[config.mk]
export PLATFORM = sky130hd
export DESIGN_NAME = uart_tx_buffered
export DESIGN_NICKNAME = d
export VERILOG_FILES = /design/src/rtl/uart_pkg.sv /design/src/rtl/sync_fifo.sv /design/src/rtl/uart_tx_buffered.sv
export SDC_FILE = /design/constraint.sdc
export NUM_CORES = 1
export LEC_CHECK = 0
export BUFFER_PORTS_ARGS = -buffer_cell sky130_fd_sc_hd__clkbuf_2
export CAP_MARGIN = 10
export CORE_MARGIN = 4
export CORE_UTILIZATION = 26
export CTS_CLUSTER_DIAMETER = 100
export CTS_CLUSTER_SIZE = 40
export DETAILED_ROUTE_END_ITERATION = 10
export PLACE_DENSITY = 0.38
export SLEW_MARGIN = 30
export SYNTH_ARGS = -nofsm -noshare
export SYNTH_HDL_FRONTEND = slang
export SYNTH_SLANG_ARGS = --single-unit
[constraint.sdc]
create_clock -name clk -period 4 [get_ports clk]
set_clock_uncertainty 0.15 [all_clocks]
set_input_delay 0.4 -clock clk [delete_from_list [all_inputs] [get_ports clk]]
set_output_delay 0.4 -clock clk [all_outputs]
set_load 0.005 [all_outputs]
[src/rtl/uart_pkg.sv]
// Shared UART definitions: baud divisor, transmitter state encoding, frame lengths.
// Defining UART_TX_PARITY_EN adds the PARITY state and lengthens the frame to 11 bits.
package uart_pkg;

    localparam int DATA_BITS = 8;

`ifdef UART_TX_PARITY_EN
    localparam int FRAME_BITS = 11;
    typedef enum logic [2:0] {IDLE, START, DATA, PARITY, STOP} tx_state_e;
`else
    localparam int FRAME_BITS = 10;
    typedef enum logic [2:0] {IDLE, START, DATA, STOP} tx_state_e;
`endif

    // Clock cycles per line bit, rounded to the nearest integer.
    function automatic int baud_div(input int clk_freq, input int baud_rate);
        return (clk_freq + baud_rate / 2) / baud_rate;
    endfunction

endpackage

[src/rtl/sync_fifo.sv]
// Single-clock FIFO with occupancy count; pushes while full and pops while empty are ignored.
module sync_fifo #(
    parameter int WIDTH = 8,
    parameter int DEPTH = 16,
    localparam int AW = $clog2(DEPTH),
    localparam int LW = AW + 1
) (
    input  logic             clk,
    input  logic             rst_n,
    input  logic             push,
    input  logic [WIDTH-1:0] wr_data,
    input  logic             pop,
    output logic [WIDTH-1:0] rd_data,
    output logic             full,
    output logic             empty,
    output logic [LW-1:0]    level
);

    logic [WIDTH-1:0] mem [DEPTH];
    logic [AW-1:0]    wr_ptr;
    logic [AW-1:0]    rd_ptr;
    logic             wr_ok;
    logic             rd_ok;

    assign full    = (level == LW'(DEPTH));
    assign empty   = (level == '0);
    assign wr_ok   = push && !full;
    assign rd_ok   = pop && !empty;
    assign rd_data = mem[rd_ptr];

    // NOTE: the storage array carries no reset; level gates every read, so stale contents are never visible.
    always_ff @(posedge clk) begin
        if (wr_ok) mem[wr_ptr] <= wr_data;
    end

    // NOTE: sequential state uses non-blocking assignments so every register samples pre-edge values.
    always_ff @(posedge clk or negedge rst_n) begin
        if (!rst_n) begin
            wr_ptr <= '0;
            rd_ptr <= '0;
            level  <= '0;
        end else begin
            if (wr_ok) wr_ptr <= wr_ptr + 1'b1;
            if (rd_ok) rd_ptr <= rd_ptr + 1'b1;
            unique case ({wr_ok, rd_ok})
                2'b10:   level <= level + 1'b1;
                2'b01:   level <= level - 1'b1;
                default: level <= level;
            endcase
        end
    end

endmodule

[src/rtl/uart_tx_buffered.sv]
// Buffered 8N1 UART transmitter: CPU pushes bytes into a FIFO, the FSM drains them back-to-back.
// Defining UART_TX_PARITY_EN inserts an even-parity bit before the stop bit.
module uart_tx_buffered
    import uart_pkg::*;
#(
    parameter int CLK_FREQ   = 100_000_000,
    parameter int BAUD_RATE  = 9_600,
    parameter int FIFO_DEPTH = 16
) (
    input  logic                          clk,
    input  logic                          rst_n,
    input  logic                          write_en,
    input  logic [7:0]                    write_data,
    input  logic                          ovf_clr,
    output logic                          uart_tx,
    output logic                          tx_busy,
    output logic                          fifo_full,
    output logic                          fifo_empty,
    output logic [$clog2(FIFO_DEPTH):0]   fifo_level,
    output logic                          overflow
);

    localparam int BAUD_DIV = baud_div(CLK_FREQ, BAUD_RATE);
    localparam int BW       = $clog2(BAUD_DIV + 1);

    tx_state_e   state;
    tx_state_e   state_next;
    logic [BW-1:0] baud_cnt;
    logic [2:0]  bit_cnt;
    logic [7:0]  tx_data;
    logic [7:0]  fifo_rd_data;
    logic        tx_next;
    logic        pop;
    logic        push;
    logic        bit_done;
    logic        rst_done;

    // Pushes are blocked for the first cycle after reset release.
    always_ff @(posedge clk or negedge rst_n) begin
        if (!rst_n) rst_done <= 1'b0;
        else        rst_done <= 1'b1;
    end

    assign push     = write_en && rst_done;
    assign bit_done = (baud_cnt == BW'(BAUD_DIV - 1));
    assign tx_busy  = (state != IDLE);

    sync_fifo #(
        .WIDTH (8),
        .DEPTH (FIFO_DEPTH)
    ) u_fifo (
        .clk     (clk),
        .rst_n   (rst_n),
        .push    (push),
        .wr_data (write_data),
        .pop     (pop),
        .rd_data (fifo_rd_data),
        .full    (fifo_full),
        .empty   (fifo_empty),
        .level   (fifo_level)
    );

    always_ff @(posedge clk or negedge rst_n) begin
        if (!rst_n) state <= IDLE;
        else        state <= state_next;
    end

    // NOTE: every output of this block gets a default first so no path leaves it unassigned (no latches).
    always_comb begin
        state_next = state;
        pop        = 1'b0;
        tx_next    = uart_tx;
        unique case (state)
            IDLE: begin
                if (!fifo_empty) begin
                    pop        = 1'b1;
                    state_next = START;
                    tx_next    = 1'b0;
                end
            end
            START: begin
                if (bit_done) begin
                    state_next = DATA;
                    tx_next    = tx_data[0];
                end
            end
            DATA: begin
                if (bit_done) begin
                    if (bit_cnt == 3'd7) begin
`ifdef UART_TX_PARITY_EN
                        state_next = PARITY;
                        tx_next    = ^tx_data;
`else
                        state_next = STOP;
                        tx_next    = 1'b1;
`endif
                    end else begin
                        tx_next = tx_data[bit_cnt + 3'd1];
                    end
                end
            end
`ifdef UART_TX_PARITY_EN
            PARITY: begin
                if (bit_done) begin
                    state_next = STOP;
                    tx_next    = 1'b1;
                end
            end
`endif
            STOP: begin
                // Chain straight into the next start bit when more data is waiting.
                if (bit_done) begin
                    if (!fifo_empty) begin
                        pop        = 1'b1;
                        state_next = START;
                        tx_next    = 1'b0;
                    end else begin
                        state_next = IDLE;
                        tx_next    = 1'b1;
                    end
                end
            end
            default: begin
                state_next = IDLE;
                tx_next    = 1'b1;
            end
        endcase
    end

    always_ff @(posedge clk or negedge rst_n) begin
        if (!rst_n) begin
            uart_tx  <= 1'b1;
            baud_cnt <= '0;
            bit_cnt  <= '0;
            tx_data  <= '0;
        end else begin
            uart_tx  <= tx_next;
            baud_cnt <= (state == IDLE || bit_done) ? '0 : baud_cnt + 1'b1;
            if (pop) tx_data <= fifo_rd_data;
            if (state != DATA)  bit_cnt <= '0;
            else if (bit_done)  bit_cnt <= bit_cnt + 3'd1;
        end
    end

    // A dropped push outranks a simultaneous clear.
    always_ff @(posedge clk or negedge rst_n) begin
        if (!rst_n)                   overflow <= 1'b0;
        else if (push && fifo_full)   overflow <= 1'b1;
        else if (ovf_clr)             overflow <= 1'b0;
    end

endmodule

==> results of run 1 <==
## cell families (layout without fill, tap and decap cells)
group | after synthesis | in the layout | share of synthesized area, %
AOI/OAI and AO/OA | 61 | 61 | 5.68
muxes | 54 | 54 | 10.9
xor gates and xnor gates | 23 | 23 | 2.96
adders and majority gates | 18 | 18 | 3.18
and+or+nand+nor | 106 | 106 | 7.94
buffers and inverters | 33 | 76 | 2.02
DFF | 171 | 171 | 67.3
other | 1 | 1 | 0.0513
## cells in the final DEF, fill, tap and decap left out, drive strengths merged, types with 9 or more instances in the layout
cell type,instances
nor2,26
ha,17
clkbuf,37
nand2,16
o22ai,9
nor2b,14
xnor2,10
a21oi,21
mux2i,12
inv,23
mux2,24
a211oi,10
dfrtp,42
and2,20
xor2,13
mux4,18
edfxtp,128
## power groups by stage
stage          clock network [mW]  registers [mW]  logic, mW
2_1_floorplan                   0            2.28       1.32
3_3_place_gp                    0            2.46       1.71
3_5_place_dp                    0            2.46       1.71
4_1_cts                      1.67            2.43       1.71
5_1_grt                      1.74            2.46       1.89
6_report                     1.62            2.42       1.67
## flip-flops by register name, summed over array words and instances (netlist names)
signal	cells
u_fifo.mem	128
baud_cnt	14
tx_data	8
u_fifo.level	5
u_fifo.rd_ptr	4
u_fifo.wr_ptr	4
bit_cnt	3
state	2
overflow	1
rst_done	1
uart_tx	1
## worst max-delay path by stage
stage,end,start,cells past startpoint,slack [ps]
after floorplan,u_fifo.level[4],baud_cnt[0],15,470
after global placement,u_fifo.level[4],baud_cnt[0],13,550
after detailed placement,u_fifo.level[4],baud_cnt[0],13,480
final,u_fifo.level[4],baud_cnt[0],13,490
after global routing,u_fifo.level[4],baud_cnt[0],13,230
after CTS,u_fifo.level[4],baud_cnt[0],13,470
## repair_timing
| item | in CTS | in global routing |
|---|---|---|
| hold endpoints to repair | 23 | 0 |
| setup endpoints to repair | 0 | 0 |
| gates resized for setup | 0 | 0 |
| hold buffers | 2 | 0 |
## layout make-up
type / count / area [um2] / area share, %
clock buffer: 17 / 425 / 5.04
multi-input combinational: 263 / 2240 / 26.6
inverter: 14 / 52.6 / 0.622
clock inverter: 15 / 151 / 1.79
timing repair buffer: 30 / 178 / 2.10
sequential: 171 / 4920 / 58.3
tap: 378 / 473 / 5.60
## worst max-delay path: cells and delay by family (launching register included)
family / cells / cell delay [ps]
compound gates: 2 / 260
buf+inv: 2 / 180
xor+xnor: 1 / 160
fa+ha+maj: 3 / 810
simple gates: 5 / 1460
flops: 1 / 410
## per-layer routing
metal | share of wire (%) | vias up | routed length (um) | global-route usage, %
met5 | 0 | - | 0 | 0
met4 | 1.0 | 0 | 161 | 2.92
met3 | 2.5 | 12 | 410 | 2.39
met2 | 47 | 54 | 7630 | 17.2
met1 | 49 | 2034 | 7920 | 15.5
li1 | - | 1827 | - | -
## metrics by stage
step                power, mW  utilization [%]  worst slack [ps]
finish                   5.71             30.4               486
global route             6.09             30.4               231
CTS                      5.80             30.4               466
detailed placement       4.17             28.3               484
global placement         4.17             28.3               550
floorplan                3.60                -               473
==> results.py, run 1 <==
metrics = {
    "run_status": {
        "status": "finished clean",
    },
    "sta": {
        "final-hold-violation-count": 0,
        "timing.setup.tns_ps": 0,
        "slew_viol_final": 0,
        "setup_violations": 0,
        "relSlewSlack_pct": 35.7,
        "unrepaired_setup_endpoints_after_global_routing": "no",
        "fin_hold_ws_ps": 87.2,
        "worst-slew-pin-transition_ps": 964,
        "timing.final.crit_period_ps": 3510,
        "clock.fmax_ghz": 0.285,
        "timing.final.crit_share_pct": 87.8,
    },
    "setup_path": {
        "reg2reg_depth": 13,
        "critical_path.endpoint_type": "flop",
        "critPathRequiredTime_ps": 4210,
        "endpoint_of_the_lowest_slack_register_to_register_path": "u_fifo.level[4]",
        "worst-path-max-fanout": 4,
        "crit_path_category": "flop to flop",
        "timing.critical_path.arrival_ps": 3720,
        "timing.critical_path.from_type": "flop",
        "regToRegStartpoint": "baud_cnt[0]",
        "critical-path-slowest-cell": "sky130_fd_sc_hd__or4_1",
        "cpPeakStageDelay_ps": 560,
        "setup.reg_to_reg.worst_slack_ps": 490,
        "crit_path_cell_trace": "inv_1, ha_1, or4b_1, or4_1, o32ai_4, ha_1, inv_1, fa_1, nor2b_1, o21ai_0, and3_1, nor3_1, xor2_1",
    },
    "clock_network": {
        "h-tree-depth": 4,
        "cts.clk_slew.worst_paths_ps": 80,
        "cts_num_sinks": 171,
        "clock_latency_ps": 430,
        "cts_made_buffers": 17,
        "cts.root.buffer_cell": "sky130_fd_sc_hd__clkbuf_16",
        "post_cts_setup_driven_buffer_insertion_count": 0,
        "tritoncts": "done",
        "cts.path.max_buffers": 2,
    },
    "place": {
        "port-buffer-count": 21,
        "gp_congestion": 0.743,
        "dp.cells": 854,
        "placedInstanceArea_um2": 7850,
        "placed_wire_length_estimate_um": 10700,
    },
    "grt": {
        "grt.overflow.total": 0,
        "grt_pass1_wl_um": 25300,
        "vias_in_the_first_global_route": 4143,
        "grt_usage_pct": 11.0,
        "grt_start_max_net_pins": 38,
        "initial_antenna_violation_count": 0,
    },
    "pwr": {
        "leakagePower_nw": 2.98,
        "worst_ir_drop_vdd_mv": 0.284,
        "sequentialPowerShare_pct": 42.3,
        "comb_power_share_pct": 29.3,
        "power.internal_mw": 3.72,
        "p_clk_share_pct": 28.4,
        "net_load_switching_power_mw": 1.99,
        "netSwitchingFraction_pct": 34.9,
        "pwrdens_nw_per_um2": 676,
    },
    "logic_synthesis": {
        "synth.top_cell.area_share_pct": 52.6,
        "synth_async_sr_flop_share_pct": 25.1,
        "synth.top_cells.by_area": "sky130_fd_sc_hd__edfxtp_1 (53%), sky130_fd_sc_hd__dfrtp_1 (14%), sky130_fd_sc_hd__mux4_2 (5.5%)",
        "syn-num-nets": 497,
        "synth.ff_latch_count": 171,
        "count_of_yosys_warnings_during_synthesis": 0,
        "synthDominantAreaCellType": "sky130_fd_sc_hd__edfxtp_1",
        "synth_most_common_cell": "sky130_fd_sc_hd__edfxtp_1",
        "yosysSeqAreaShare_pct": 67.3,
        "synth_area_per_cell_um2": 15.7,
        "synth-edff-count": 128,
        "synth_cell_types": 49,
        "netlist_area_um2": 7310,
        "post_synth_inst_count": 467,
        "yosys_most_used_dff": "sky130_fd_sc_hd__edfxtp_1",
        "synth_top_cells_by_count": "sky130_fd_sc_hd__edfxtp_1 (128), sky130_fd_sc_hd__dfrtp_1 (42), sky130_fd_sc_hd__nor2_1 (26)",
    },
    "detailed_routing": {
        "drt_iter0_drc": 312,
        "vias_per_cell": 4.42,
        "routed_wire_length_per_instance_um": 18.2,
        "route.final.wire_length_um": 16100,
        "detailedRoute.firstPassIterationCount": 4,
        "drt_drc_violations_left": 0,
        "final_antenna_net_count": 0,
        "overall_via_count_from_detail_route": 3927,
    },
    "job": {
        "max-cap-violations": 0,
    },
    "hold_path": {
        "hold_path_end": "overflow",
        "worstHoldPathType": "input pin to flop",
        "hold_path.startpoint": "write_en",
        "hold_depth": 3,
    },
    "cells_and_area": {
        "final_layout_size_suffix_gt1_share_pct": 22.0,
        "post-route-cell-area_um2": 8450,
        "layout.nets": 527,
        "flow.area_growth_from_synthesis_pct": 15.5,
        "nFillCells": 2792,
        "diodes": 0,
        "finish.cell_count_without_fillers": 888,
    },
    "die": {
        "design.die.area_um2": 30900,
        "rows": 61,
        "die_y_um": 176,
        "initial_utilization_pct": 26.3,
        "fp.coreArea_um2": 27800,
        "floorplan.die.width_um": 176,
        "floorplan.io_pins": 22,
    },
}
(Power assumes the default switching activity.)
==> inputs of run 2 (changes only) <==
==> constraint.sdc (replaced) <==
create_clock -name clk -period 3.8 [get_ports clk]
set_clock_uncertainty 0.15 [all_clocks]
set_input_delay 0.38 -clock clk [delete_from_list [all_inputs] [get_ports clk]]
set_output_delay 0.38 -clock clk [all_outputs]
set_load 0.005 [all_outputs]
==> results.py, run 2 (synthesized netlist as in run 1, its figures left out) <==
metrics = {
    "run_status": {
        "status": "finished clean",
    },
    "die": {
        "initial_utilization_pct": 26.3,
        "die_y_um": 176,
        "floorplan.io_pins": 22,
        "fp.coreArea_um2": 27800,
        "floorplan.die.width_um": 176,
        "design.die.area_um2": 30900,
        "rows": 61,
    },
    "clock_network": {
        "tritoncts": "done",
        "cts.root.buffer_cell": "sky130_fd_sc_hd__clkbuf_16",
        "count_of_cells_resized_by_post_cts_repair": 0,
        "post_cts_setup_driven_buffer_insertion_count": 0,
        "cts_made_buffers": 17,
        "clock_latency_ps": 420,
        "h-tree-depth": 4,
        "cts.clk_slew.worst_paths_ps": 70,
        "cts_num_sinks": 171,
        "cts.path.max_buffers": 2,
    },
    "pwr": {
        "netSwitchingFraction_pct": 33.5,
        "sequentialPowerShare_pct": 41.4,
        "pwrdens_nw_per_um2": 721,
        "worst_ir_drop_vdd_mv": 0.287,
        "power.internal_mw": 4.07,
        "p_clk_share_pct": 28.4,
        "leakagePower_nw": 3.02,
        "net_load_switching_power_mw": 2.05,
        "comb_power_share_pct": 30.2,
    },
    "detailed_routing": {
        "drt_drc_violations_left": 0,
        "drt_iter0_drc": 277,
        "route.final.wire_length_um": 16400,
        "routed_wire_length_per_instance_um": 18.4,
        "detailedRoute.firstPassIterationCount": 4,
        "vias_per_cell": 4.37,
        "overall_via_count_from_detail_route": 3900,
        "final_antenna_net_count": 0,
    },
    "setup_path": {
        "crit_path_category": "flop to flop",
        "regToRegStartpoint": "baud_cnt[0]",
        "timing.critical_path.arrival_ps": 3720,
        "critical_path.startpoint": "baud_cnt[0]",
        "critical_path.endpoint_type": "flop",
        "timing.critical_path.from_type": "flop",
        "worst-path-max-fanout": 4,
        "critPathRequiredTime_ps": 3990,
    },
    "hold_path": {
        "worstHoldPathType": "input pin to flop",
        "hold_path.startpoint": "write_en",
    },
    "sta": {
        "setup_violations": 0,
        "unrepaired_setup_endpoints_after_global_routing": "no",
        "relSlewSlack_pct": 43.7,
        "timing.setup.tns_ps": 0,
        "final-hold-violation-count": 0,
        "slew_viol_final": 0,
        "timing.final.crit_share_pct": 92.9,
        "timing.final.crit_period_ps": 3530,
        "clock.fmax_ghz": 0.283,
        "worst-slew-pin-transition_ps": 824,
    },
    "job": {
        "max-cap-violations": 0,
    },
    "grt": {
        "grt_start_max_net_pins": 34,
        "vias_in_the_first_global_route": 4129,
        "initial_antenna_violation_count": 0,
        "grt_usage_pct": 11.1,
        "grt_pass1_wl_um": 25500,
        "grt.overflow.total": 0,
    },
    "cells_and_area": {
        "final_layout_size_suffix_gt1_share_pct": 22.5,
        "layout_top_registers": "u_fifo.mem x128, baud_cnt x14, tx_data x8",
        "mostFrequentLayoutCells": "sky130_fd_sc_hd__edfxtp_1 (128), sky130_fd_sc_hd__dfrtp_1 (41), sky130_fd_sc_hd__nor2_1 (26), sky130_fd_sc_hd__mux2_2 (24)",
        "layout.nets": 533,
        "most_common_cell_after_layout_fill_and_taps_aside": "sky130_fd_sc_hd__edfxtp_1",
        "regMostFlops": "u_fifo.mem",
        "flow.area_growth_from_synthesis_pct": 16.2,
        "diodes": 0,
        "finish.cell_count_without_fillers": 893,
        "largest_register_ffs": 128,
    },
    "place": {
        "dp.cells": 860,
        "port-buffer-count": 21,
        "gp_congestion": 0.749,
        "placed_wire_length_estimate_um": 11100,
    },
}
[run 2: cell types whose count changed in the layout (fill, tap and decap cells not counted), sizes merged]
cell and delta:
inv -1, bufinv +2, buf +5, clkinv -1
clkbuf +1, clkinvlp -1
[run 2: through the flow]
step | hold slack (ps) | util, % | worst slack, ps | instance area (um2) | power, mW
after global routing | 73.9 | 30.6 | 12.2 | 8500 | 6.54
final | 70.5 | 30.6 | 269 | 8500 | 6.13
after global placement | 313 | 28.4 | 363 | 7900 | 4.46
after detailed placement | 324 | 28.4 | 243 | 7900 | 4.48
after CTS | 59.0 | 30.6 | 217 | 8500 | 6.24
after floorplan | -65.6 | - | 273 | 7310 | 3.79
[run 2: cell type report]
type / instances / area, um2
fill: 2786 / 19300
sequential: 171 / 4920
multi-input combinational: 263 / 2240
tap: 378 / 473
clock buffer: 17 / 425
timing repair buffer: 36 / 223
clock inverter: 14 / 156
inverter: 14 / 52.6
[run 2: power groups by stage]
stage / combinational [mW] / clock (mW) / sequential (mW)
2_1_floorplan: 1.39 / 0 / 2.40
3_3_place_gp: 1.88 / 0 / 2.58
3_5_place_dp: 1.89 / 0 / 2.59
4_1_cts: 1.90 / 1.79 / 2.55
5_1_grt: 2.07 / 1.88 / 2.58
6_report: 1.85 / 1.74 / 2.54
[run 2: worst max-delay path, cell delays in order, from the launching register on]
cell and delay (ps):
sky130_fd_sc_hd__dfrtp_1 400, sky130_fd_sc_hd__inv_1 70, sky130_fd_sc_hd__ha_1 130, sky130_fd_sc_hd__or4b_1 420, sky130_fd_sc_hd__or4_1 560, sky130_fd_sc_hd__o32ai_4 170
sky130_fd_sc_hd__ha_1 270, sky130_fd_sc_hd__inv_1 110, sky130_fd_sc_hd__fa_1 410, sky130_fd_sc_hd__nor2b_1 120, sky130_fd_sc_hd__o21ai_0 110, sky130_fd_sc_hd__and3_1 200
sky130_fd_sc_hd__nor3_1 170, sky130_fd_sc_hd__xor2_1 160
[run 2: final timing paths]
check | endpoint | slack, ps | depth (start not counted)
setup reg to reg | u_fifo.level[4] | 270 | 13
max in group asynchronous | u_fifo.rd_ptr[2] | 2350 | 3
min in group asynchronous | baud_cnt[4] | 420 | 2
hold reg to reg | baud_cnt[0] | 330 | 1
setup / recovery | u_fifo.level[4] | 270 | 13
hold / removal | overflow | 70 | 3
[run 2: what timing repair did]
action,4_1_cts,5_1_grt
hold buffers,2,0
setup endpoints to repair,0,0
hold endpoints to repair,29,0
[run 2: metal layers]
layer	vias up	wire length, um	global-route usage, %
li1	1836	-	-
met1	2013	8060	15.4
met2	47	7910	17.8
met3	4	336	2.65
met4	0	100	2.34
met5	-	0	0
==> inputs of run 3 (changes only) <==
==> constraint.sdc (replaced) <==
create_clock -name clk -period 4.1 [get_ports clk]
set_clock_uncertainty 0.15 [all_clocks]
set_input_delay 0.41 -clock clk [delete_from_list [all_inputs] [get_ports clk]]
set_output_delay 0.41 -clock clk [all_outputs]
set_load 0.005 [all_outputs]
==> results.py, run 3 (synthesized netlist as in run 1, its figures left out) <==
metrics = {
    "run_status": {
        "status": "finished clean",
    },
    "setup_path": {
        "endpoint_of_the_lowest_slack_register_to_register_path": "u_fifo.level[4]",
        "crit_path_category": "flop to flop",
        "critical-path-slowest-cell": "sky130_fd_sc_hd__or4_1",
        "timing.critical_path.arrival_ps": 3730,
        "worst-path-max-fanout": 4,
        "critPathRequiredTime_ps": 4290,
        "critical_path.endpoint_type": "flop",
        "crit_path_cell_trace": "inv_1, ha_1, or4b_1, or4_1, o32ai_4, ha_1, inv_1, fa_1, nor2b_1, o21ai_0, and3_1, nor3_1, xor2_1",
        "timing.critical_path.from_type": "flop",
        "regToRegStartpoint": "baud_cnt[0]",
        "timing.critical_path.max_delay_family": "simple AND/OR/NAND/NOR gates",
        "worst-path-buf-inv": 2,
        "reg2reg_depth": 13,
        "critical_path.startpoint": "baud_cnt[0]",
        "cpPeakStageDelay_ps": 560,
        "setup.reg_to_reg.worst_slack_ps": 560,
    },
    "die": {
        "rows": 61,
        "design.die.area_um2": 30900,
        "floorplan.io_pins": 22,
        "die_y_um": 176,
        "initial_utilization_pct": 26.3,
        "floorplan.die.width_um": 176,
        "fp.coreArea_um2": 27800,
    },
    "cells_and_area": {
        "final_layout_size_suffix_gt1_share_pct": 21.5,
        "layout_top_registers": "u_fifo.mem x128, baud_cnt x14, tx_data x8",
        "diodes": 0,
        "most_common_cell_after_layout_fill_and_taps_aside": "sky130_fd_sc_hd__edfxtp_1",
        "layout.nets": 526,
        "post-route-cell-area_um2": 8420,
        "flow.area_growth_from_synthesis_pct": 15.1,
        "mostFrequentLayoutCells": "sky130_fd_sc_hd__edfxtp_1 (128), sky130_fd_sc_hd__dfrtp_1 (41), sky130_fd_sc_hd__nor2_1 (26), sky130_fd_sc_hd__mux2_2 (24)",
        "regMostFlops": "u_fifo.mem",
        "finish.cell_count_without_fillers": 886,
        "largest_register_ffs": 128,
        "nFillCells": 2803,
    },
    "sta": {
        "unrepaired_setup_endpoints_after_global_routing": "no",
        "final-hold-violation-count": 0,
        "setup_violations": 0,
        "timing.setup.tns_ps": 0,
        "timing.final.crit_period_ps": 3540,
        "fin_hold_ws_ps": 32.1,
        "relSlewSlack_pct": 40.8,
        "clock.fmax_ghz": 0.283,
        "worst-slew-pin-transition_ps": 887,
        "timing.final.crit_share_pct": 86.2,
        "slew_viol_final": 0,
    },
    "hold_path": {
        "hold_depth": 2,
        "hold_path.startpoint": "ovf_clr",
        "worstHoldPathType": "input pin to flop",
        "hold_path_end": "overflow",
    },
    "detailed_routing": {
        "overall_via_count_from_detail_route": 3848,
        "final_antenna_net_count": 0,
        "drt_drc_violations_left": 0,
        "detailedRoute.firstPassIterationCount": 4,
        "vias_per_cell": 4.34,
        "route.final.wire_length_um": 16500,
        "drt_iter0_drc": 205,
        "routed_wire_length_per_instance_um": 18.6,
    },
    "clock_network": {
        "cts_num_sinks": 171,
        "cts_made_buffers": 17,
        "cts.path.max_buffers": 2,
        "post_cts_setup_driven_buffer_insertion_count": 0,
        "clock_latency_ps": 430,
        "tritoncts": "done",
        "cts.root.buffer_cell": "sky130_fd_sc_hd__clkbuf_16",
        "cts.clk_slew.worst_paths_ps": 70,
        "h-tree-depth": 4,
    },
    "grt": {
        "grt_pass1_wl_um": 25200,
        "initial_antenna_violation_count": 0,
        "grt_usage_pct": 11.1,
        "grt_start_max_net_pins": 35,
        "vias_in_the_first_global_route": 4025,
        "grt.overflow.total": 0,
    },
    "pwr": {
        "report.power.total_mw": 5.57,
        "leakagePower_nw": 2.98,
        "pwrdens_nw_per_um2": 662,
        "worst_ir_drop_vdd_mv": 0.235,
    },
    "place": {
        "placed_wire_length_estimate_um": 10800,
        "port-buffer-count": 21,
        "dp.cells": 854,
        "placedInstanceArea_um2": 7850,
        "gp_congestion": 0.751,
    },
    "job": {
        "max-cap-violations": 0,
    },
}
-- run 3: changes by cell type in the layout (fill, tap and decap cells not counted), sizes merged --
cell,change
inv,-1
clkinv,+4
bufinv,-1
dlygate4sd3,-1
clkinvlp,-2
buf,-6
-- run 3: through the flow --
stage / worst slack, ps / util [%]
after floorplan: 573 / -
after global placement: 670 / 28.3
after detailed placement: 560 / 28.3
after CTS: 545 / 30.3
after global routing: 375 / 30.3
final: 565 / 30.3
-- run 3: worst reg2reg max path, cell delays in order (launching register included) --
cell,delay (ps)
sky130_fd_sc_hd__dfrtp_1,400
sky130_fd_sc_hd__inv_1,70
sky130_fd_sc_hd__ha_1,130
sky130_fd_sc_hd__or4b_1,420
sky130_fd_sc_hd__or4_1,560
sky130_fd_sc_hd__o32ai_4,170
sky130_fd_sc_hd__ha_1,270
sky130_fd_sc_hd__inv_1,100
sky130_fd_sc_hd__fa_1,410
sky130_fd_sc_hd__nor2b_1,130
sky130_fd_sc_hd__o21ai_0,110
sky130_fd_sc_hd__and3_1,200
sky130_fd_sc_hd__nor3_1,170
sky130_fd_sc_hd__xor2_1,160
-- run 3: report_power, final --
part           switching [mW]  leakage, nW  internal, mW  total (mW)
registers               0.284         1.69          2.08        2.36
logic                   0.920         1.01         0.743        1.66
clock network           0.702        0.278         0.846        1.55
-- run 3: per-layer routing --
layer | vias up | wire [um] | GRT usage [%]
li1 | 1827 | - | -
met1 | 1954 | 7890 | 15.4
met4 | 0 | 161 | 2.70
met3 | 11 | 529 | 2.82
met2 | 56 | 7910 | 17.6
met5 | - | 0 | 0
-- run 3: what timing repair did --
action / 4_1_cts / 5_1_grt
endpoints found under the hold margin: 28 / 0
endpoints found under the setup margin: 0 / 0
resized for setup: 0 / 0
hold buffers: 1 / 0
-- run 3: how the worst max path moves through the flow --
stage | endpoint | slack [ps] | cells after the start
6_report | u_fifo.level[4] | 560 | 13
2_1_floorplan | u_fifo.level[4] | 570 | 15
5_1_grt | u_fifo.level[4] | 370 | 13
3_5_place_dp | u_fifo.level[4] | 560 | 13
4_1_cts | u_fifo.level[4] | 550 | 13
3_3_place_gp | u_fifo.level[4] | 670 | 13
-- run 3: final cells by class --
class	instances	area, um2	share of cell area (%)
clock inverters	14	131	1.56
multi-input cells	263	2240	26.7
clock buffers	17	425	5.05
well taps	378	473	5.62
flip-flops and latches	171	4920	58.5
inverters	14	52.6	0.624
repair buffers	29	168	1.99
